<file path="src/rtl/key_event_classifier_pkg.sv">
`timescale 1ns/1ps
// Shared definitions for the key gesture classifier: event codes, one-hot state
// encodings and helpers for the ms-tick divisor and timer width.
package key_event_classifier_pkg;

  typedef logic [1:0] evt_code_t;

  localparam evt_code_t EVT_NONE   = 2'd0;
  localparam evt_code_t EVT_SHORT  = 2'd1;
  localparam evt_code_t EVT_DOUBLE = 2'd2;
  localparam evt_code_t EVT_LONG   = 2'd3;

  localparam logic [4:0] ST_IDLE   = 5'b00001;
  localparam logic [4:0] ST_PRESS1 = 5'b00010;
  localparam logic [4:0] ST_GAP    = 5'b00100;
  localparam logic [4:0] ST_PRESS2 = 5'b01000;
  localparam logic [4:0] ST_HOLD   = 5'b10000;

  // Clock cycles per millisecond tick.
  function automatic int unsigned ms_tick_div(input int unsigned clk_freq);
    return clk_freq / 1000;
  endfunction

  // Width that holds the largest of the three millisecond thresholds.
  function automatic int unsigned timer_width(input int unsigned a,
                                               input int unsigned b,
                                               input int unsigned c);
    int unsigned m;
    m = a;
    if (b > m) m = b;
    if (c > m) m = c;
    return $clog2(m + 1);
  endfunction

endpackage

</file>
<file path="src/rtl/key_event_classifier_if.sv">
`timescale 1ns/1ps
// Key-in / event-out bundle between key_debounce, the classifier and beep_control.
// The master drives debounced key edges; the slave (classifier) returns events.
interface key_event_classifier_if;
  logic       key_flag;
  logic       key_value;
  logic       evt_flag;
  logic [1:0] evt_code;
  logic       busy;

  modport master (output key_flag, key_value, input evt_flag, evt_code, busy);
  modport slave  (input key_flag, key_value, output evt_flag, evt_code, busy);
endinterface

</file>
<file path="src/rtl/key_event_classifier_ms_tick_gen.sv">
`timescale 1ns/1ps
// ms_tick_gen: free-running divider producing a one-cycle tick every
// CLK_FREQ/1000 clock cycles.
module ms_tick_gen
  import key_event_classifier_pkg::*;
#(
  parameter int unsigned CLK_FREQ = 50_000_000
) (
  input  logic sys_clk,
  input  logic rst,
  output logic tick
);
  localparam int unsigned DIV = ms_tick_div(CLK_FREQ);
  localparam int unsigned CW  = (DIV > 1) ? $clog2(DIV) : 1;

  logic [CW-1:0] cnt;

  // NOTE: clocked state uses non-blocking assignments so every register samples pre-edge values.
  always_ff @(posedge sys_clk or posedge rst) begin
    if (rst) begin
      cnt  <= '0;
      tick <= 1'b0;
    end else if (cnt == CW'(DIV - 1)) begin
      cnt  <= '0;
      tick <= 1'b1;
    end else begin
      cnt  <= cnt + CW'(1);
      tick <= 1'b0;
    end
  end

endmodule

</file>
<file path="src/rtl/key_event_classifier.sv">
`timescale 1ns/1ps
// key_event_classifier: turns debounced key edges into short / double / long events.
// Optional macro KEY_REPEAT_EN: keep emitting long (3) every REPEAT_MS while held.
module key_event_classifier
  import key_event_classifier_pkg::*;
#(
  parameter int unsigned CLK_FREQ  = 50_000_000,
  parameter int unsigned LONG_MS   = 1000,
  parameter int unsigned GAP_MS    = 250,
  parameter int unsigned REPEAT_MS = 200
) (
  input  logic                  sys_clk,
  input  logic                  rst,
  key_event_classifier_if.slave kif
);
  localparam int unsigned   TW     = timer_width(LONG_MS, GAP_MS, REPEAT_MS);
  localparam logic [TW-1:0] LONG_T = TW'(LONG_MS);
  localparam logic [TW-1:0] GAP_T  = TW'(GAP_MS);
`ifdef KEY_REPEAT_EN
  localparam logic [TW-1:0] REPEAT_T = TW'(REPEAT_MS);
`endif

  logic          tick;
  logic [4:0]    state, state_nxt;
  logic [TW-1:0] timer, timer_nxt, thr;
  logic          timer_hit, restart, emit;
  evt_code_t     code;
  logic          press_edge, release_edge;

  ms_tick_gen #(.CLK_FREQ(CLK_FREQ)) u_tick (
    .sys_clk (sys_clk),
    .rst     (rst),
    .tick    (tick)
  );

  assign press_edge   = kif.key_flag & ~kif.key_value;
  assign release_edge = kif.key_flag &  kif.key_value;

  // NOTE: every combinational output gets a default first, so no latch is inferred.
  always_comb begin
    thr = '0;
    case (state)
      ST_PRESS1, ST_PRESS2: thr = LONG_T;
      ST_GAP:               thr = GAP_T;
`ifdef KEY_REPEAT_EN
      ST_HOLD:              thr = REPEAT_T;
`endif
      default:              thr = '0;
    endcase
  end

  // A threshold of zero means the state has no timer (HOLD without repeat).
  assign timer_hit = tick & (thr != '0) & (timer == thr - TW'(1));

  // Key edges are tested before the timer so an edge always wins a tie.
  always_comb begin
    state_nxt = state;
    emit      = 1'b0;
    code      = EVT_NONE;
    restart   = 1'b0;
    case (state)
      ST_IDLE: begin
        if (press_edge) state_nxt = ST_PRESS1;
      end
      ST_PRESS1: begin
        if (release_edge) begin
          state_nxt = ST_GAP;
        end else if (timer_hit) begin
          state_nxt = ST_HOLD;
          emit      = 1'b1;
          code      = EVT_LONG;
        end
      end
      ST_GAP: begin
        if (press_edge) begin
          state_nxt = ST_PRESS2;
        end else if (timer_hit) begin
          state_nxt = ST_IDLE;
          emit      = 1'b1;
          code      = EVT_SHORT;
        end
      end
      ST_PRESS2: begin
        if (release_edge) begin
          state_nxt = ST_IDLE;
          emit      = 1'b1;
          code      = EVT_DOUBLE;
        end else if (timer_hit) begin
          state_nxt = ST_HOLD;
          emit      = 1'b1;
          code      = EVT_LONG;
        end
      end
      ST_HOLD: begin
        if (release_edge) begin
          state_nxt = ST_IDLE;
`ifdef KEY_REPEAT_EN
        end else if (timer_hit) begin
          emit    = 1'b1;
          code    = EVT_LONG;
          restart = 1'b1;
`endif
        end
      end
      default: state_nxt = ST_IDLE;
    endcase
  end

  // Timer restarts on every state entry and saturates at the active threshold.
  always_comb begin
    timer_nxt = timer;
    if ((state_nxt != state) || restart) begin
      timer_nxt = '0;
    end else if (tick && (timer != thr)) begin
      timer_nxt = timer + TW'(1);
    end
  end

  always_ff @(posedge sys_clk or posedge rst) begin
    if (rst) begin
      state        <= ST_IDLE;
      timer        <= '0;
      kif.evt_flag <= 1'b0;
      kif.evt_code <= EVT_NONE;
      kif.busy     <= 1'b0;
    end else begin
      state        <= state_nxt;
      timer        <= timer_nxt;
      kif.evt_flag <= emit;
      kif.evt_code <= code;
      kif.busy     <= (state_nxt != ST_IDLE);
    end
  end

endmodule

</file>
<file path="src/flat_wrapper.sv">
// flat-port wrapper written by rule: the top's interface ports become plain ports
module key_event_classifier_flat import key_event_classifier_pkg::*;
#(
  parameter int unsigned CLK_FREQ  = 50_000_000,
  parameter int unsigned LONG_MS   = 1000,
  parameter int unsigned GAP_MS    = 250,
  parameter int unsigned REPEAT_MS = 200
)
  (sys_clk, rst, kif_key_flag, kif_key_value, kif_evt_flag, kif_evt_code, kif_busy);
  key_event_classifier_if kif_i ();
  input  logic sys_clk;
  input  logic rst;
  input wire logic [$bits(kif_i.key_flag)-1:0] kif_key_flag;
  input wire logic [$bits(kif_i.key_value)-1:0] kif_key_value;
  output wire logic [$bits(kif_i.evt_flag)-1:0] kif_evt_flag;
  output wire logic [$bits(kif_i.evt_code)-1:0] kif_evt_code;
  output wire logic [$bits(kif_i.busy)-1:0] kif_busy;
  assign kif_i.key_flag = kif_key_flag;
  assign kif_i.key_value = kif_key_value;
  assign kif_evt_flag = kif_i.evt_flag;
  assign kif_evt_code = kif_i.evt_code;
  assign kif_busy = kif_i.busy;
  key_event_classifier #(.CLK_FREQ(CLK_FREQ), .LONG_MS(LONG_MS), .GAP_MS(GAP_MS), .REPEAT_MS(REPEAT_MS)) u_core (.sys_clk(sys_clk), .rst(rst), .kif(kif_i));
endmodule
</file>
<file path="config.mk">
export PLATFORM = sky130hd
export DESIGN_NAME = key_event_classifier_flat
export DESIGN_NICKNAME = d
export VERILOG_FILES = /design/src/rtl/key_event_classifier_pkg.sv /design/src/rtl/key_event_classifier_if.sv /design/src/rtl/key_event_classifier_ms_tick_gen.sv /design/src/rtl/key_event_classifier.sv /design/src/flat_wrapper.sv
export SDC_FILE = /design/constraint.sdc
export NUM_CORES = 1
export LEC_CHECK = 0
export ABC_AREA = 1
export CAP_MARGIN = 20
export CORE_MARGIN = 5
export CORE_UTILIZATION = 25
export DETAILED_ROUTE_END_ITERATION = 12
export MAX_ROUTING_LAYER = met4
export PLACE_DENSITY_LB_ADDON = 0.25
export SYNTH_ARGS = -nofsm -noshare
export SYNTH_HDL_FRONTEND = slang
export SYNTH_HIERARCHICAL = 1
export SYNTH_SLANG_ARGS = --single-unit
</file>
<file path="constraint.sdc">
create_clock -name sys_clk -period 3.8 [get_ports sys_clk]
set_input_delay 0.76 -clock sys_clk [delete_from_list [all_inputs] [get_ports sys_clk]]
set_output_delay 0.76 -clock sys_clk [all_outputs]
set_load 0.01 [all_outputs]
</file>
; After elaboration in Yosys (flattened, before gate mapping)
; Index checks and enable logic that the tools add are counted.
[word_totals]
elab_cells = 53
output_inout_bits = 4
regBits = 36
[classes]
reduce_logical = 4
muxes = 24
eq_ne = 10
bitwise_logic = 5
addsub = 3
[ops]
columns = op, count
row1 = 5-bit two-way mux, 7
row2 = 5-bit case mux with 5 select lines, 1
row3 = 10-bit two-way mux, 2
row4 = 10-bit case mux with 2 select lines, 1
row5 = 16-bit by 1-bit adder with 16-bit output (second input constant), 1
row6 = 16-bit equality test (second input constant), 1
row7 = 16-bit two-way mux, 1
row8 = 10-bit by 1-bit adder with 10-bit output (second input constant), 1
row9 = 10-bit equality test, 1
row10 = 10-bit != test, 1
row11 = 10-bit nonzero test, 1
row12 = 10-bit by 1-bit subtractor with 10-bit output (second input constant), 1
row13 = 2-bit two-way mux, 4
row14 = 1-bit two-way mux, 6
row15 = 2-bit case mux with 3 select lines, 1
row16 = 5-bit by 1-bit equality test with 1-bit output (second input constant), 1
row17 = 5-bit by 2-bit equality test with 1-bit output (second input constant), 1
row18 = 5-bit by 3-bit equality test with 1-bit output (second input constant), 1
row19 = 5-bit by 4-bit equality test with 1-bit output (second input constant), 1
row20 = 5-bit equality test (second input constant), 1
row21 = 5-bit by 1-bit != test with 1-bit output (second input constant), 1
row22 = 5-bit != test, 1
row23 = 1-bit AND, 4
row24 = 1-bit case mux with 3 select lines, 1
row25 = other kinds (4), 4

; Longest topological paths before layout
[logic_depth]
depth_word = 11
mapped_depth = 14

; Hierarchy
; Netlist, hierarchy kept.
[by_module_without_submodules]
columns = mod, seq_area_each_um2, cells_per_inst, instances, area_each_um2
row1 = key_event_classifier, 476.7, 189, 1, 1387.6
row2 = ms_tick_gen, 425.4, 123, 1, 905.9

; Least setup slack after synthesis
; No wires, ideal clock.
[synth_path]
path_kind = input-to-reg
startpoint = input kif_key_flag
endpoint = register u_core.timer[0]
t_arrival_ns = 1.769
cell_stages = 10
setup_time_ns = 0.072
t_required_ns = 3.728
setup_slack_ns = 1.959
cell_sequence = inv_1 nor2_1 o22ai_1 nor2_2 nand3_2 nand2_1 nand2_1 nor2_2 nand3_4 nor2_2
[synth_via]
elab_chain_len = 5
[synth_rtl]
columns = item, line
row1 = "start, declared", flat_wrapper.sv:13  ; input wire logic [$bits(kif_i.key_flag)-1:0] kif_key_flag;
row2 = "1-bit AND, on equally long branches", "key_event_classifier.sv:37, key_event_classifier.sv:36"
row3 = "5-bit two-way mux, on equally long branches", -
row4 = 5-bit case mux with 5 select lines *, key_event_classifier.sv:61  ; case (state)
row5 = named net u_core.state_nxt[0], key_event_classifier.sv:24  ; logic [4:0] state, state_nxt;
row6 = 5-bit != test *, key_event_classifier.sv:112  ; if ((state_nxt != state) || restart) begin
row7 = 10-bit two-way mux / 2-bit nonzero test (equally long branches), -
row8 = "end signal, assigned", key_event_classifier.sv:128  ; timer <= timer_nxt;
row9 = "end, declared", key_event_classifier.sv:25  ; logic [TW-1:0] timer, timer_nxt, thr;
; Mark *: on every way through the listed nets, which the timed path passes. The rest lies on a longest branch.
; A chain may end at the register's enable or synchronous reset.

; Final worst setup path
[layout_path]
startpoint = input kif_key_flag
endpoint = register u_core.timer[2]
; Same word-level chain as after synthesis.

==> results.sh <==
export IMPL_die_x_um=106
export IMPL_grt_pass1_wl_mm=8.71
export IMPL_crit_path_cell_trace="clkdlybuf4s50_1 > inv_1 > nor2_1 > o22ai_1 > nor2_2 > nand3_2 > nand2_1 > nand2_1 > nor2_2 > nand3_4 > nor2_2"
export IMPL_area_growth_pct=13.6
export IMPL_pin_count=8
export IMPL_p_int_uw=657
export IMPL_drt_iter0_markers=98
export IMPL_core_area_um2=9110
export IMPL_maxSlewViolCount=0
export IMPL_cts_buffers=5
export IMPL_cpPeakStageDelay_ns=0.48
export IMPL_pwr_share_seq_pct=43.1
export IMPL_outcome="finished clean"
export IMPL_drv_cap=0
export IMPL_cts_tree="built"
export IMPL_vias=1889
export IMPL_period_minus_slack_ns=2.24
export IMPL_fp_row_count=35
export IMPL_hp_class="reg2reg"
export IMPL_finalHoldViolations=0
export IMPL_critPathBufInv=2
export IMPL_ctsResizeCount=0
export IMPL_crit_path_frequent_cell="nor2_2"
export IMPL_ys_warn_count=6
export IMPL_critPathArrivalTime_ns=2.45
export IMPL_ys_seq_area_share_pct=39.3
export IMPL_crit_family="simple AND/OR/NAND/NOR gates"
export IMPL_cts_sinks=36
export IMPL_tightest_slew_ns=0.750
export IMPL_place_gp_congestion=0.803
export IMPL_ant_nets=0
export IMPL_yosysTopAreaCell="dfrtp_1"
export IMPL_synth_avg_cell_area_um2=7.35
export IMPL_layout_common_cells="nand2_1 (78), nor2_1 (50), inv_1 (45)"
export IMPL_power_density_nw_per_um2=368
export IMPL_grt_pass1_vias=1853
export IMPL_grt_usage_pct=9.71
export IMPL_peakVddDrop_v=0.000114
export IMPL_viasPerCell=4.32
export IMPL_fp_dieArea_um2=11200
export IMPL_yosys_area_share_xor_xnor_pct=4.20
export IMPL_nNetsFinal=331
export IMPL_ys_ff_latch=36
export IMPL_multi_input_area_um2=1180
export IMPL_tns_ns=0
export IMPL_yosysTopAreaCellShare_pct=38.2
export IMPL_worstSetupEndpointType="register"
export IMPL_net_switching_power_uw=301
export IMPL_p_comb_share_pct=20.9
export IMPL_final_cells=437
export IMPL_diodes=0
export IMPL_grt_ovfl_total=0
export IMPL_rsz0062_at_grt="false"
export IMPL_syn_nets=318
export IMPL_fin_skew_ns=0.0101
export IMPL_synthTopCellsByArea="dfrtp_1 (38%), nand2_1 (13%), nor2_1 (8.2%), inv_1 (7.4%), nor2_2 (5.2%)"
export IMPL_die_h_um=106
export IMPL_power_leakage_uw=0.00133
export IMPL_fin_crit_sh_pct=58.9
export IMPL_htreeDepth=2
export IMPL_synth_cells=312
export IMPL_grt_max_degree=20
export IMPL_clock_fmax_ghz=0.447
export IMPL_synth_compound_area_share_pct=4.15
export IMPL_setup_viol=0
export IMPL_postCtsHoldBufs=0
export IMPL_ys_flop_type="dfrtp_1"
export IMPL_synth_top_family_by_area="simple AND/OR/NAND/NOR gates"
export IMPL_yosys_area_share_simple_pct=41.9
export IMPL_cts_path_max_buffers=2
export IMPL_crit_fanout=10
export IMPL_criticalPathCategory="in2reg"
export IMPL_synth_edf_count=0
export IMPL_layout_area_seq_um2=902
export IMPL_startpoint_type="input pin"
export IMPL_io_buffers=7
export IMPL_yosys_cell_types_count=32
export IMPL_postCtsSetupBuffers=0
export IMPL_nFillCells=996
export IMPL_dp_hpwl_mm=3.74
export IMPL_path_clk_slew_ns=0.07
export IMPL_synth_mux_area_fraction_pct=0
export IMPL_avgRoutedWirePerCell_um=11.4
export IMPL_async_reset_ff_share_pct=100
export IMPL_antenna_found_initial=0
export IMPL_initial_utilization_pct=25.2
export IMPL_slew_headroom_pct=49.9
export IMPL_post_place_cells=429
export IMPL_synthAdderAreaFrac_pct=1.09
export IMPL_clk_latency_ns=0.29
export IMPL_drt_total_wl_mm=4.96
export IMPL_switching_share_pct=31.5
export IMPL_required_ns=4.02
export IMPL_power_uw=958
export IMPL_slowest_stage="clkdlybuf4s50_1"
export IMPL_clock_root_buffer="clkbuf_8"
export IMPL_route_detailed_drc=0
export IMPL_drt_pre_antenna_iters=4
export IMPL_p_clk_share_pct=35.9
export IMPL_synthesis_area_um2=2290
export IMPL_drive_above_1_share_pct=15.6
export IMPL_final_common_cell="nand2_1"
logic make-up after synthesis:
| group | count (synthesis) |
|---|---|
| AND/OR/NAND/NOR | 195 |
| buffers and inverters | 52 |
| flip-flops | 36 |
| AO/OA/AOI/OAI | 16 |
| XOR/XNOR | 11 |
| adder cells (fa/ha/maj) | 2 |
power by group through the flow:
stage / clock, µW / sequential (µW) / combinational (µW)
4_1_cts: 361 / 414 / 206
3_3_place_gp: 0 / 421 / 204
3_5_place_dp: 0 / 421 / 205
5_1_grt: 377 / 415 / 226
2_1_floorplan: 0 / 423 / 148
6_report: 344 / 413 / 201
worst paths after layout:
kind,endpoint,start,slack (ns),cells after the start
max,u_core/timer[2],kif_key_flag,1.56,11
min reg2reg,u_core/u_tick/cnt[0],u_core/u_tick/cnt[0],0.50,1
min,u_core/u_tick/cnt[0],u_core/u_tick/cnt[0],0.50,1
min in group asynchronous,u_core/u_tick/cnt[15],rst,0.89,2
max reg2reg,u_core/timer[2],u_core/timer[5],1.79,11
max in group asynchronous,u_core/timer[2],rst,2.40,2
final cells by class:
class                      count  share of cell area [%]
multi-input combinational    224                    45.2
sequential                    36                    34.6
inverter                      51                    7.92
tap                          111                    5.33
timing repair buffer           7                    2.69
clock buffer                   5                    2.64
clock inverter                 3                    1.63
synthesized netlist by cell type (2+ instances only):
master,count
nand2_1,78
nand3b_1,2
nand3_1,16
a21oi_1,3
dfrtp_1,35
nor2_2,19
o22ai_1,2
nand2_2,3
o21ai_1,2
inv_2,4
a31oi_1,2
nand3_2,4
nand2_4,2
inv_1,45
nand4_1,8
nor2_1,50
xor2_1,11
ha_1,2
nand3_4,4
o21ai_0,4
nor3_1,5
through the flow:
step / cell area (µm²) / setup slack, ns / utilization, % / hold slack [ns]
floorplan: 2290 / 1.96 / - / 0.450
global route: 2610 / 1.32 / 28.6 / 0.518
detailed placement: 2490 / 1.25 / 27.4 / 0.500
finish: 2610 / 1.56 / 28.6 / 0.502
global placement: 2490 / 1.28 / 27.4 / 0.477
CTS: 2610 / 1.55 / 28.6 / 0.510
state kept, by name, summed over array words and instances, names as in the netlist:
name                 flops
u_core/kif.evt_code      2
u_core/u_tick/cnt       16
u_core/kif.evt_flag      1
u_core/state             5
u_core/u_tick/tick       1
u_core/timer            10
u_core/kif.busy          1
per-layer routing:
metal  vias up  global-route usage, %  wire [µm]
met4         0                   2.04         24
li1        993                      -          -
met2        21                   15.4       2250
met5         -                      -          0
met3         4                   2.39        134
met1       871                   12.6       2560
Note: power is estimated with default switching activity, not from simulation.
